**config.mk**
```make
export PLATFORM = sky130hd
export DESIGN_NAME = pipe_hazard_ctrl
export DESIGN_NICKNAME = d
export VERILOG_FILES = /design/src/rtl/pipe_hazard_ctrl.sv
export SDC_FILE = /design/constraint.sdc
export NUM_CORES = 1
export LEC_CHECK = 0
export ABC_CLOCK_PERIOD_IN_PS = 2600
export CAP_MARGIN = 20
export CORE_MARGIN = 1.5
export CORE_UTILIZATION = 38
export DETAILED_ROUTE_END_ITERATION = 10
export GPL_ROUTABILITY_DRIVEN = 0
export MAX_ROUTING_LAYER = met4
export PLACE_DENSITY = 0.8
export SYNTH_ARGS = -nofsm -noshare
export SYNTH_HDL_FRONTEND = slang
export SYNTH_SLANG_ARGS = --single-unit
```
**constraint.sdc**
```tcl
create_clock -name i_clk -period 2.6 [get_ports i_clk]
set_input_delay 0.65 -clock i_clk [delete_from_list [all_inputs] [get_ports i_clk]]
set_output_delay 0.65 -clock i_clk [all_outputs]
set_load 0.01 [all_outputs]
```
**src/rtl/pipe_hazard_ctrl.sv**
```systemverilog
// Pipeline hazard controller: stalls, flushes and operand forwarding.
// Ports: i_clk/i_rst_n, register addresses per stage, mem req/ack, stall/flush/fwd outputs, error and counters.
module pipe_hazard_ctrl #(
  parameter int MEM_TIMEOUT = 16
) (
  input  logic        i_clk,
  input  logic        i_rst_n,
  input  logic [4:0]  i_rs1_addr_D,
  input  logic [4:0]  i_rs2_addr_D,
  input  logic [4:0]  i_rs1_addr_E,
  input  logic [4:0]  i_rs2_addr_E,
  input  logic [4:0]  i_rd_addr_E,
  input  logic        i_rd_wren_E,
  input  logic [1:0]  i_wb_sel_E,
  input  logic [4:0]  i_rd_addr_M,
  input  logic        i_rd_wren_M,
  input  logic [4:0]  i_rd_addr_W,
  input  logic        i_rd_wren_W,
  input  logic        i_mispred_E,
  input  logic        i_mem_req_M,
  input  logic        i_mem_ack,
  output logic        o_stall_F,
  output logic        o_stall_D,
  output logic        o_stall_E,
  output logic        o_stall_M,
  output logic        o_flush_D,
  output logic        o_flush_E,
  output logic        o_flush_W,
  output logic [1:0]  o_fwd_a,
  output logic [1:0]  o_fwd_b,
  output logic        o_err,
  output logic [31:0] o_stall_cnt,
  output logic [31:0] o_flush_cnt
);

  typedef enum logic [1:0] {
    RUN      = 2'd0,
    MEM_WAIT = 2'd1,
    ERROR    = 2'd2
  } state_t;

  localparam logic [7:0] WAIT_LAST = 8'(MEM_TIMEOUT - 1);
  localparam logic [1:0] WB_LOAD   = 2'd1;
  localparam logic [1:0] FWD_RF    = 2'b00;
  localparam logic [1:0] FWD_MEM   = 2'b01;
  localparam logic [1:0] FWD_WB    = 2'b10;

  state_t     state;
  state_t     state_nx;
  logic [7:0] wait_cnt;
  logic [7:0] wait_cnt_nx;

  logic mem_busy;
  logic mem_hold;
  logic mis_take;
  logic load_use;

  assign mem_busy = i_mem_req_M & ~i_mem_ack;

  // Error state keeps the pipe frozen even after the request drops.
  assign mem_hold = (state == ERROR) | mem_busy;

  // Mispredict only redirects from RUN; the ack cycle of a wait is
  // still spent in MEM_WAIT, so the flush lands one cycle later.
  assign mis_take = ~mem_hold & (state == RUN) & i_mispred_E;

  assign load_use = i_rd_wren_E
                  & (i_wb_sel_E == WB_LOAD)
                  & (i_rd_addr_E != 5'd0)
                  & ((i_rd_addr_E == i_rs1_addr_D)
                   | (i_rd_addr_E == i_rs2_addr_D));

  always_ff @(posedge i_clk or negedge i_rst_n) begin
    if (!i_rst_n) begin
      state    <= RUN;
      wait_cnt <= 8'd0;
    end else begin
      state    <= state_nx;
      wait_cnt <= wait_cnt_nx;
    end
  end

  always_comb begin
    state_nx    = state;
    wait_cnt_nx = 8'd0;
    unique case (state)
      RUN: begin
        if (mem_busy) state_nx = MEM_WAIT;
      end
      MEM_WAIT: begin
        if (!mem_busy) begin
          state_nx = RUN;
        end else if (wait_cnt == WAIT_LAST) begin
          state_nx = ERROR;
        end else begin
          wait_cnt_nx = wait_cnt + 8'd1;
        end
      end
      ERROR: begin
        state_nx = ERROR;
      end
      default: begin
        state_nx = RUN;
      end
    endcase
  end

  always_comb begin
    o_stall_F = 1'b0;
    o_stall_D = 1'b0;
    o_stall_E = 1'b0;
    o_stall_M = 1'b0;
    o_flush_D = 1'b0;
    o_flush_E = 1'b0;
    o_flush_W = 1'b0;
    if (mem_hold) begin
      o_stall_F = 1'b1;
      o_stall_D = 1'b1;
      o_stall_E = 1'b1;
      o_stall_M = 1'b1;
      o_flush_W = 1'b1;
    end else if (mis_take) begin
      o_flush_D = 1'b1;
      o_flush_E = 1'b1;
    end else if (load_use) begin
      o_stall_F = 1'b1;
      o_stall_D = 1'b1;
      o_flush_E = 1'b1;
    end
  end

  always_comb begin
    o_fwd_a = FWD_RF;
    if (i_rd_wren_M && i_rd_addr_M != 5'd0
        && i_rd_addr_M == i_rs1_addr_E) begin
      o_fwd_a = FWD_MEM;
    end else if (i_rd_wren_W && i_rd_addr_W != 5'd0
                 && i_rd_addr_W == i_rs1_addr_E) begin
      o_fwd_a = FWD_WB;
    end
  end

  always_comb begin
    o_fwd_b = FWD_RF;
    if (i_rd_wren_M && i_rd_addr_M != 5'd0
        && i_rd_addr_M == i_rs2_addr_E) begin
      o_fwd_b = FWD_MEM;
    end else if (i_rd_wren_W && i_rd_addr_W != 5'd0
                 && i_rd_addr_W == i_rs2_addr_E) begin
      o_fwd_b = FWD_WB;
    end
  end

  assign o_err = (state == ERROR);

  always_ff @(posedge i_clk or negedge i_rst_n) begin
    if (!i_rst_n) begin
      o_stall_cnt <= 32'd0;
      o_flush_cnt <= 32'd0;
    end else begin
      if (o_stall_F && o_stall_cnt != 32'hFFFF_FFFF)
        o_stall_cnt <= o_stall_cnt + 32'd1;
      if (mis_take && o_flush_cnt != 32'hFFFF_FFFF)
        o_flush_cnt <= o_flush_cnt + 32'd1;
    end
  end

endmodule

```
==> impl_results.md, run 1 <==
- Met1 wire length: 4350 um
- Largest net degree at the start of global routing: 75
- First DRT Iteration DRCs: 95
- Status: finished with violations
- Root buffer cell: clkbuf_8
- Total wire length: a little under 10000 um
- TritonCTS clock tree: built
- Buffers & Inverters on Critical Path: 2
- Die Span X: between 100 and 150 um
- Global-route wire length before repair: 16200 um
- Post-Route Utilization: 0.576
- Slowest stage delay, CP: 510 ps
- Worst-path clk slew: 70 ps
- Nets@finish: 597
- Die Y: roughly 110 um
- 1st-pass router iterations: 4
- DP Wirelength: approximately 7400 um
- Cell family contributing the most delay on the critical path: simple AND/OR/NAND/NOR gates
- CORE AREA: a little over 10000 um^2
- Max Slew Vio Count: 0
- Sequential fraction of the synthesis area: 0.466
- CTS H-tree depth: 3
- Critical path class: input port to primary output
- Unrepaired setup endpoints after global routing: yes
- Clk sinks: 74
- Post-route cell area: around 6000 um^2
- Final hold violations: 0
- Vias per cell: 4.99
- Worst Clk Skew: just under 10 ps
- Maximum VDD drop: ~0.25 mV
- Period utilisation layout: 1.03
- Final ANT Viol Nets: 0
- All-Layer GR Usage: 0.187
- Post-synth ARST share: 1.00
- Worst Reg-to-Reg Cells: 6
- Worst path required time: roughly 2000 ps
- Total power: 3010 uW
- Worst hold path type: input port to asynchronous set/reset pin
- Ant diodes: 0
- Type of origin of the critical path: input port
- CP Cell Sequence: clkdlybuf4s15_2 -> xor2_1 -> or4_1 -> nor4_2 -> buf_2
- Yosys top cell by area: dfrtp_1
- Slew HR: 0.721
- Pwr dens: 511 nW/um^2
- Cell Area, Placed: about 5600 um^2
- Via count: roughly 3400
- Top sig layer: met4
- Setup-failing EPs final: 2
- Worst Tran Pin Value: between 400 and 500 ps
- Synth area leaders: dfrtp_1 (47%), xnor2_1 (14%), xor2_1 (7.3%), nand3_1 (4.7%), nand4_1 (3.5%)
- Failing checks: negative setup slack
- Register area: around 1900 um^2
- Setup slack after layout: -81.4 ps
- Initial antenna violation count: 0
- Mapped Area: 3970 um^2
- DRC: 0
- Clk_lat worst skew: between 300 and 400 ps
- Crit. path cell count: 5
- GRT Residual Overflow: 0
- Arrival @ worst endpoint: about 2000 ps
- Avg WL per Cell: between 10 and 15 um
- Multi-input gate area: roughly 2100 um^2
- Commonest cells post-synth: dfrtp_1 (74), xnor2_1 (64), nand3_1 (37), xor2_1 (33), nor2_1 (30)
- CP max FO: 2
- Synthesized instance count: 382
- P_leak: about 0.0026 uW
- CTS Hold Bufs: 0
- Num CTS Buffers: 9
- Yosys top cell area share: 0.466
- Number of global-route vias before repair: 3351
- Initial Util: 0.388
- Clock buffer depth: 2
- Fillers: just under 900
- Port bufs: between 100 and 150
- Syn Nets: 430
- Die area: approximately 11000 um^2
- Met3 WL: approximately 530 um
- Layout cells sized above 1: 0.202
- Row count: 37
- Final min period: about 2700 ps
- P&R area growth vs syn: 48.6%
- Met2 Wirelength: roughly 4900 um
- Syn. warnings: 0
- Register bit total from synthesis: 74
- EDFF count, synth: 0
- Crit path capture type: primary output
- Upper clock frequency limit: about 370 MHz
- Yosys cell types: 50
- Max Cap Viol: 0
- Count leader, synth: dfrtp_1
- Syn avg cell area: around 10 um^2
- Most common flop cell mapped by yosys: dfrtp_1
- IO Count: between 100 and 150
- Worst R2R Setup Slack: 330 ps
- Slowest CP cell: or4_1
## cell usage in the layout, fill, tap and decap left out, types with 2 or more instances in the layout
cell | netlist | final
dfrtp_1 | 74 | 74
clkdlybuf4s50_1 | 0 | 69
xnor2_1 | 64 | 64
buf_4 | 3 | 40
nand3_1 | 37 | 37
xor2_1 | 33 | 33
nor2_1 | 30 | 30
nand2_1 | 24 | 23
nand4_1 | 22 | 22
dlygate4sd2_1 | 0 | 19
and3_1 | 17 | 17
buf_2 | 3 | 12
clkbuf_8 | 0 | 10
buf_6 | 1 | 10
dlymetal6s2s_1 | 0 | 6
inv_1 | 5 | 5
and4_1 | 5 | 5
nor3_1 | 5 | 5
clkdlybuf4s15_2 | 0 | 5
nor4_1 | 6 | 3
and2_1 | 3 | 3
or4_4 | 0 | 3
or4_1 | 6 | 3
ha_1 | 3 | 3
nor2b_1 | 2 | 2
nand2_2 | 1 | 2
nor4_4 | 0 | 2
o211ai_1 | 2 | 2
a21oi_1 | 2 | 2
or2_2 | 2 | 2
mux2_2 | 2 | 2
bufinv_16 | 0 | 2
clkinv_2 | 0 | 2
buf_12 | 0 | 2
## metal layers
metal	vias up	GRT usage
li1	1665	-
met1	1654	0.224
met2	108	0.310
met3	16	0.0445
met4	0	0.0646
met5	-	-
## cell type report
class | count | area share
multi-input combinational | 294 | 0.360
sequential | 74 | 0.314
timing repair buffer | 165 | 0.257
tap | 136 | 0.0289
clock buffer | 11 | 0.0240
clock inverter | 5 | 0.0132
inverter | 5 | 0.00318
## registers in the layout (all words and copies together) (netlist names)
register	cells
state	2
o_stall_cnt	32
o_flush_cnt	32
wait_cnt	8
## cell families after synthesis
| group | count (synthesis) | share of synthesized area |
|---|---|---|
| mux | 2 | 0.00567 |
| xor+xnor | 97 | 0.214 |
| flops | 74 | 0.466 |
| buf+inv | 14 | 0.0189 |
| compound gates | 14 | 0.0281 |
| simple gates | 178 | 0.257 |
| fa+ha+maj | 3 | 0.00946 |
## through the flow
step           instances  worst slack, ps  setup TNS (ps)  hold WS [ps]
3_5_place_dp         672             -980          -15160           483
5_1_grt              690            -97.2            -346           346
2_1_floorplan        382             6.66               0           354
3_3_place_gp         672             -921          -13610           468
4_1_cts              689            -58.8           -96.5           325
6_report             690            -81.4           -95.2           321
## repair_timing
action	CTS	global route
gates cloned	0	0
pin swaps	23	9
buffers inserted	1	1
setup endpoints to repair	12	7
resized for setup	134	10
## power breakdown
| part | internal, uW | switching (uW) |
|---|---|---|
| combinational | 377 | 280 |
| clock | 564 | 428 |
| sequential | 1240 | 123 |
## worst paths after layout
check | to | from
min in group i_clk | o_flush_cnt[27] | o_flush_cnt[27]
max in group asynchronous | o_stall_cnt[0] | i_rst_n
hold / removal | o_flush_cnt[30] | i_rst_n
setup reg to reg | o_stall_cnt[1] | o_stall_cnt[10]
hold reg to reg | o_flush_cnt[27] | o_flush_cnt[27]
setup / recovery | o_fwd_b[1] | i_rs2_addr_E[4]
Note: power is estimated with default switching activity, not from simulation.
==> run 2, diff against run 1 <==
CORE_MARGIN = not set   (was 1.5)
==> run 2 against run 1 <==
- critical path type unchanged
- register-to-register slack better by 110 ps
- combinational power up 0.9%
- highest routed layer unchanged
- critical path depth up 1
- fmax up 0.91%
- the run still ends with negative setup slack left
- non-clock buffer count up 5
- via count up 2.5%
- sequential cell count unchanged
- global-route usage up 0.91 points
- sequential share of layout area up 0.16 points
- clock skew down 3.5 ps
- clock power down 2%
- first-iteration DRC count up 14%
==> impl_results.md, run 2 (synthesis gave the netlist of run 1 again) <==
- Number of global-route vias before repair: 3499 (+4.4%)
- Die area: 10900 um^2 (-1.9%)
- DRC: 0 (unchanged)
- GRT Residual Overflow: 0 (unchanged)
- Worst Reg-to-Reg Cells: 9 (+3)
- P_leak: 0.00261 uW (-0.74%)
- CTS H-tree depth: 3 (unchanged)
- Arrival @ worst endpoint: 2010 ps (-20 ps)
- Worst Clk Skew: 6.09 ps (-3.54 ps)
- Period utilisation layout: 1.02 (-0.00930)
- Via count: 3529 (+2.5%)
- Port bufs: 120 (unchanged)
- Worst hold path type: input port to asynchronous set/reset pin
- Num CTS Buffers: 9 (unchanged)
- Final ANT Viol Nets: 0 (unchanged)
- IO Count: 121 (unchanged)
- Upper clock frequency limit: 376 MHz (+0.91%)
- Slowest stage delay, CP: 570 ps (+60 ps)
- Unrepaired setup endpoints after global routing: yes
- Hold Slack: 257 ps (-63.9 ps)
- Setup Total Neg Slack: -123 ps (-28.3 ps)
- Worst slack, placed: -977 ps (+3.07 ps)
- Biggest regs: o_flush_cnt: 32 flops, o_stall_cnt: 32 flops, wait_cnt: 8 flops
- Slowest CP cell: or4_1
- Die Y: 104 um (-0.95%)
- Clk sinks: 74 (unchanged)
- R2r startpoint: state[1]
- Pwr dens: 511 nW/um^2 (-0.11%)
- 1st-pass router iterations: 4 (unchanged)
- Type of origin of the critical path: input port
- All-Layer GR Usage: 0.196 (+0.00912)
- Avg WL per Cell: 14.6 um (+1.5%)
- CP Cell Sequence: buf_6 -> buf_6 -> xor2_1 -> or4_1 -> nor4_2 -> buf_2
- Largest net degree at the start of global routing: 36 (-52%)
- Global-route wire length before repair: 16800 um (+3.7%)
- Clk_lat worst skew: 340 ps (about the same)
- Worst Tran Pin Value: 478 ps (+62.9 ps)
- Worst path required time: 1950 ps (about the same)
- Row count: 36 (-2.7%)
- Final hold violations: 0 (unchanged)
- Maximum VDD drop: 0.286 mV (+13%)
- Max Slew Vio Count: 0 (unchanged)
- Failing checks: negative setup slack
- Layout cells sized above 1: 0.208 (+0.00535)
- Most frequent cells in the layout: dfrtp_1 (74), clkdlybuf4s50_1 (72), xnor2_1 (64), buf_4 (46), nand3_1 (37)
- Status: finished with violations
- P&R area growth vs syn: 47.8%
- DP Wirelength: 7670 um (+3.2%)
- Slew HR: 0.681 (-0.0394)
- TritonCTS clock tree: built
- Total wire length: 10100 um (+1.8%)
- Top cell by count, worst path: buf_6
- Worst-path clk slew: 80 ps (about the same)
- Critical path class: input port to primary output
- Setup-failing EPs final: 4 (+2)
- CTS Hold Bufs: 0 (unchanged)
- Ant diodes: 0 (unchanged)
- Initial Util: 0.399 (+0.0108)
- First DRT Iteration DRCs: 108 (+14%)
- Crit path capture type: primary output
- R2r endpoint: o_flush_cnt[25]
- Die Span X: 104 um (-0.95%)
- Commonest non-fill, non-tap cell in the layout: dfrtp_1
- Vias per cell: 5.10 (+2.2%)
- CP max FO: 2 (unchanged)
- Worst R2R Setup Slack: 440 ps (+110 ps)
- Final min period: 2660 ps (-24.2 ps)
- Root buffer cell: clkbuf_8
- Clock buffer depth: 2 (unchanged)
- Nets@finish: 602 (+0.84%)
- Max Cap Viol: 0 (unchanged)
- Setup slack after layout: -57.3 ps (+24.2 ps)
- CORE AREA: 9950 um^2 (-2.7%)
- Initial antenna violation count: 0 (unchanged)
-- run 2: cell types whose count changed in the layout (fill, tap and decap cells not counted), sizes merged --
| cell | change |
|---|---|
| buf | +8 |
| clkdlybuf4s15 | -4 |
| clkdlybuf4s50 | +3 |
| clkinv | +1 |
| clkinvlp | +1 |
| dlygate4sd2 | -1 |
| dlymetal6s2s | -3 |
-- run 2: layout make-up --
class / count / area (um^2)
Clock buffer: 9 / 124
Clock inverter: 7 / 93.8
Fill cell: 843 / 4090
Inverter: 5 / 18.8
Multi-Input combinational cell: 294 / 2110
Sequential cell: 74 / 1850
Tap cell: 133 / 166
Timing Repair Buffer: 170 / 1500
-- run 2: power breakdown --
| part | switching, uW | internal [uW] |
|---|---|---|
| Clock | 435 | 538 |
| Combinational | 285 | 378 |
| Sequential | 116 | 1240 |
-- run 2: repair_timing --
action,in CTS,in global routing
gates resized for setup,130,11
setup buffers,2,1
setup endpoints to repair,12,7
cloned,0,0
pin swaps,20,5
-- run 2: worst max-delay path by stage --
| stage | end | slack, ps | start |
|---|---|---|---|
| floorplan | o_fwd_a[1] | 7 | i_rd_addr_M[1] |
| global placement | o_fwd_b[1] | -860 | i_rd_addr_M[1] |
| detailed placement | o_fwd_a[1] | -980 | i_rd_addr_M[1] |
| CTS | o_stall_D | -30 | i_rd_addr_E[3] |
| global route | o_fwd_a[1] | -110 | i_rd_addr_M[4] |
| finish | o_fwd_b[1] | -60 | i_rd_addr_W[2] |
-- run 2: critical path, delay by kind of cell --
| kind | cells | cell delay (ps) |
|---|---|---|
| and+or+nand+nor | 2 | 850 |
| buffers and inverters | 3 | 390 |
| xor gates and xnor gates | 1 | 130 |
-- run 2: routing by layer --
metal / GRT usage / share of wire / vias up
met2: 0.324 / 0.50 / 134
met1: 0.242 / 0.43 / 1705
li1: - / - / 1680
met4: 0.0724 / 0.012 / 0
met3: 0.0326 / 0.052 / 10
met5: - / 0 / -
-- run 2: stage by stage --
stage | utilization | instances | instance area (um^2) | total power, uW
floorplan | - | 382 | 3980 | 1630
global placement | 0.568 | 673 | 5650 | 2030
detailed placement | 0.568 | 673 | 5650 | 2050
CTS | 0.588 | 691 | 5850 | 3030
global route | 0.589 | 692 | 5870 | 3150
finish | 0.589 | 692 | 5870 | 3000
==> run 3, diff against run 2 <==
SKIP_CTS_REPAIR_TIMING = 1   (was not set)
==> run 3 against run 2 <==
- the flow still finishes with violations (negative setup slack)
- worst setup slack got worse by 7.1 ps
- clock power increased by 0.4%
- die area unchanged
- final cell count unchanged
- register-to-register slack about the same
- sequential power about the same
- fmax decreased by 0.27%
- global-route usage decreased by 0.54 points
- clock skew about the same
- non-clock buffer count unchanged
- final area increased by 2.6%
- critical path type unchanged
==> impl_results.md, run 3 (synthesis gave the netlist of run 1 again) <==
- Status: finished with violations
- Failing checks: negative setup slack
- Internal power: 2170 uW (+0.49%)
- Setup slack after layout: -64.4 ps (-7.11 ps)
- Num CTS Buffers: 9 (unchanged)
- CTS H-tree depth: 3 (unchanged)
- Sequential share of power: 0.451 (-0.003)
- Met2 Wirelength: 5180 um (+2.3%)
- Maximum VDD drop: 0.287 mV (about the same)
- Top sig layer: met4
- Max Slew Vio Count: 0 (unchanged)
- Clock power share: 0.324 (about the same)
- Slew HR: 0.681 (about the same)
- Ant diodes: 0 (unchanged)
- Worst path required time: 1950 ps (about the same)
- Port bufs: 120 (unchanged)
- Layout cells sized above 1: 0.188 (-0.0197)
- Critical path class: input port to primary output
- Upper clock frequency limit: 375 MHz (-0.27%)
- Clk_lat worst skew: 340 ps (about the same)
- Die Span X: 104 um (unchanged)
- Row count: 36 (unchanged)
- GRT Residual Overflow: 0 (unchanged)
- Initial Util: 0.399 (unchanged)
- IO Count: 121 (unchanged)
- P_leak: 0.00290 uW (+11%)
- CORE AREA: 9950 um^2 (unchanged)
- Worst Clk Skew: 6.41 ps (+0.324 ps)
- Clk sinks: 74 (unchanged)
- Max Cap Viol: 0 (unchanged)
- Biggest regs: o_flush_cnt: 32 flops, o_stall_cnt: 32 flops, wait_cnt: 8 flops
- Root buffer cell: clkbuf_8
- Setup Total Neg Slack: -137 ps (-13.2 ps)
- Worst Reg-to-Reg Cells: 9 (unchanged)
- Worst slack, placed: -977 ps (unchanged)
- TritonCTS clock tree: built
- Logic pwr share: 0.225 (+0.004)
- Global-route wire length before repair: 16400 um (-2.3%)
- Initial antenna violation count: 0 (unchanged)
- Total power: 3010 uW (+0.58%)
- Worst-path clk slew: 80 ps (about the same)
- Avg WL per Cell: 14.7 um (+1.1%)
- Vias per cell: 5.11 (+0.14%)
- P&R area growth vs syn: 51.7%
- Switching portion of total power: 0.280 (+0.000624)
- Total wire length: 10200 um (+1.1%)
- Met3 WL: 553 um (+5.1%)
- Via count: 3534 (+0.14%)
- Pwr dens: 500 nW/um^2 (-2.0%)
- Post-Route Utilization: 0.605 (+0.0156)
- Worst hold path type: input port to asynchronous set/reset pin
- Period utilisation layout: 1.02 (+0.00274)
- Met1 wire length: 4400 um (+0.48%)
- Arrival @ worst endpoint: 2010 ps (about the same)
- Hold Slack: 254 ps (-3.24 ps)
- Commonest non-fill, non-tap cell in the layout: dfrtp_1
- Final ANT Viol Nets: 0 (unchanged)
- Final min period: 2660 ps (+7.11 ps)
- Die area: 10900 um^2 (unchanged)
- Nets@finish: 602 (unchanged)
- CP max FO: 3 (+1)
- Clock buffer depth: 2 (unchanged)
- 1st-pass router iterations: 5 (+1)
- Net switching power: 842 uW (+0.80%)
- DRC: 0 (unchanged)
- Unrepaired setup endpoints after global routing: yes
- Most frequent cells in the layout: dfrtp_1 (74), clkdlybuf4s50_1 (71), xnor2_1 (64), buf_4 (47), nand3_1 (37)
- Type of origin of the critical path: input port
- DP Wirelength: 7670 um (unchanged)
- Worst Tran Pin Value: 478 ps (-0.0321 ps)
- Setup-failing EPs final: 4 (unchanged)
- Worst R2R Setup Slack: 440 ps (about the same)
- Number of global-route vias before repair: 3439 (-1.7%)
- Largest net degree at the start of global routing: 36 (unchanged)
- Die Y: 104 um (unchanged)
- First DRT Iteration DRCs: 120 (+11%)
- Crit path capture type: primary output
- Final hold violations: 0 (unchanged)
- All-Layer GR Usage: 0.191 (-0.00543)
[run 3: final timing paths]
check	from	end
min in group i_clk	o_stall_cnt[8]	o_stall_cnt[8]
max	i_rd_addr_W[1]	o_fwd_a[1]
min reg2reg	o_stall_cnt[8]	o_stall_cnt[8]
max reg2reg	state[1]	o_flush_cnt[25]
min	i_rst_n	o_flush_cnt[25]
max in group asynchronous	i_rst_n	o_stall_cnt[28]
[run 3: power groups by stage]
stage / Clock [uW] / Sequential [uW] / Combinational (uW)
floorplan: 0 / 1410 / 228
global placement: 0 / 1380 / 656
detailed placement: 0 / 1380 / 670
CTS: 1010 / 1360 / 676
global route: 1040 / 1380 / 737
finish: 977 / 1360 / 676
[run 3: metrics by stage]
stage / instances / area [um^2]
3_5_place_dp: 673 / 5650
6_report: 692 / 6020
5_1_grt: 692 / 6020
4_1_cts: 689 / 5870
3_3_place_gp: 673 / 5650
2_1_floorplan: 382 / 3980
[run 3: layout make-up]
type / count / area [um^2]
tap: 133 / 166
sequential: 74 / 1850
multi-input combinational: 294 / 2130
clock inverter: 7 / 93.8
inverter: 5 / 18.8
clock buffer: 9 / 124
timing repair buffer: 170 / 1640
fill: 815 / 3930
[run 3: per-layer routing]
layer,track usage,up-vias
li1,-,1678
met1,0.233,1721
met2,0.317,129
met3,0.0382,6
met4,0.0612,0
met5,-,-
[run 3: worst max-delay path: stages]
cell,delay (ps)
clkbuf_2,110
buf_4,140
xor2_1,130
or4_1,530
nor4_2,280
buf_2,170
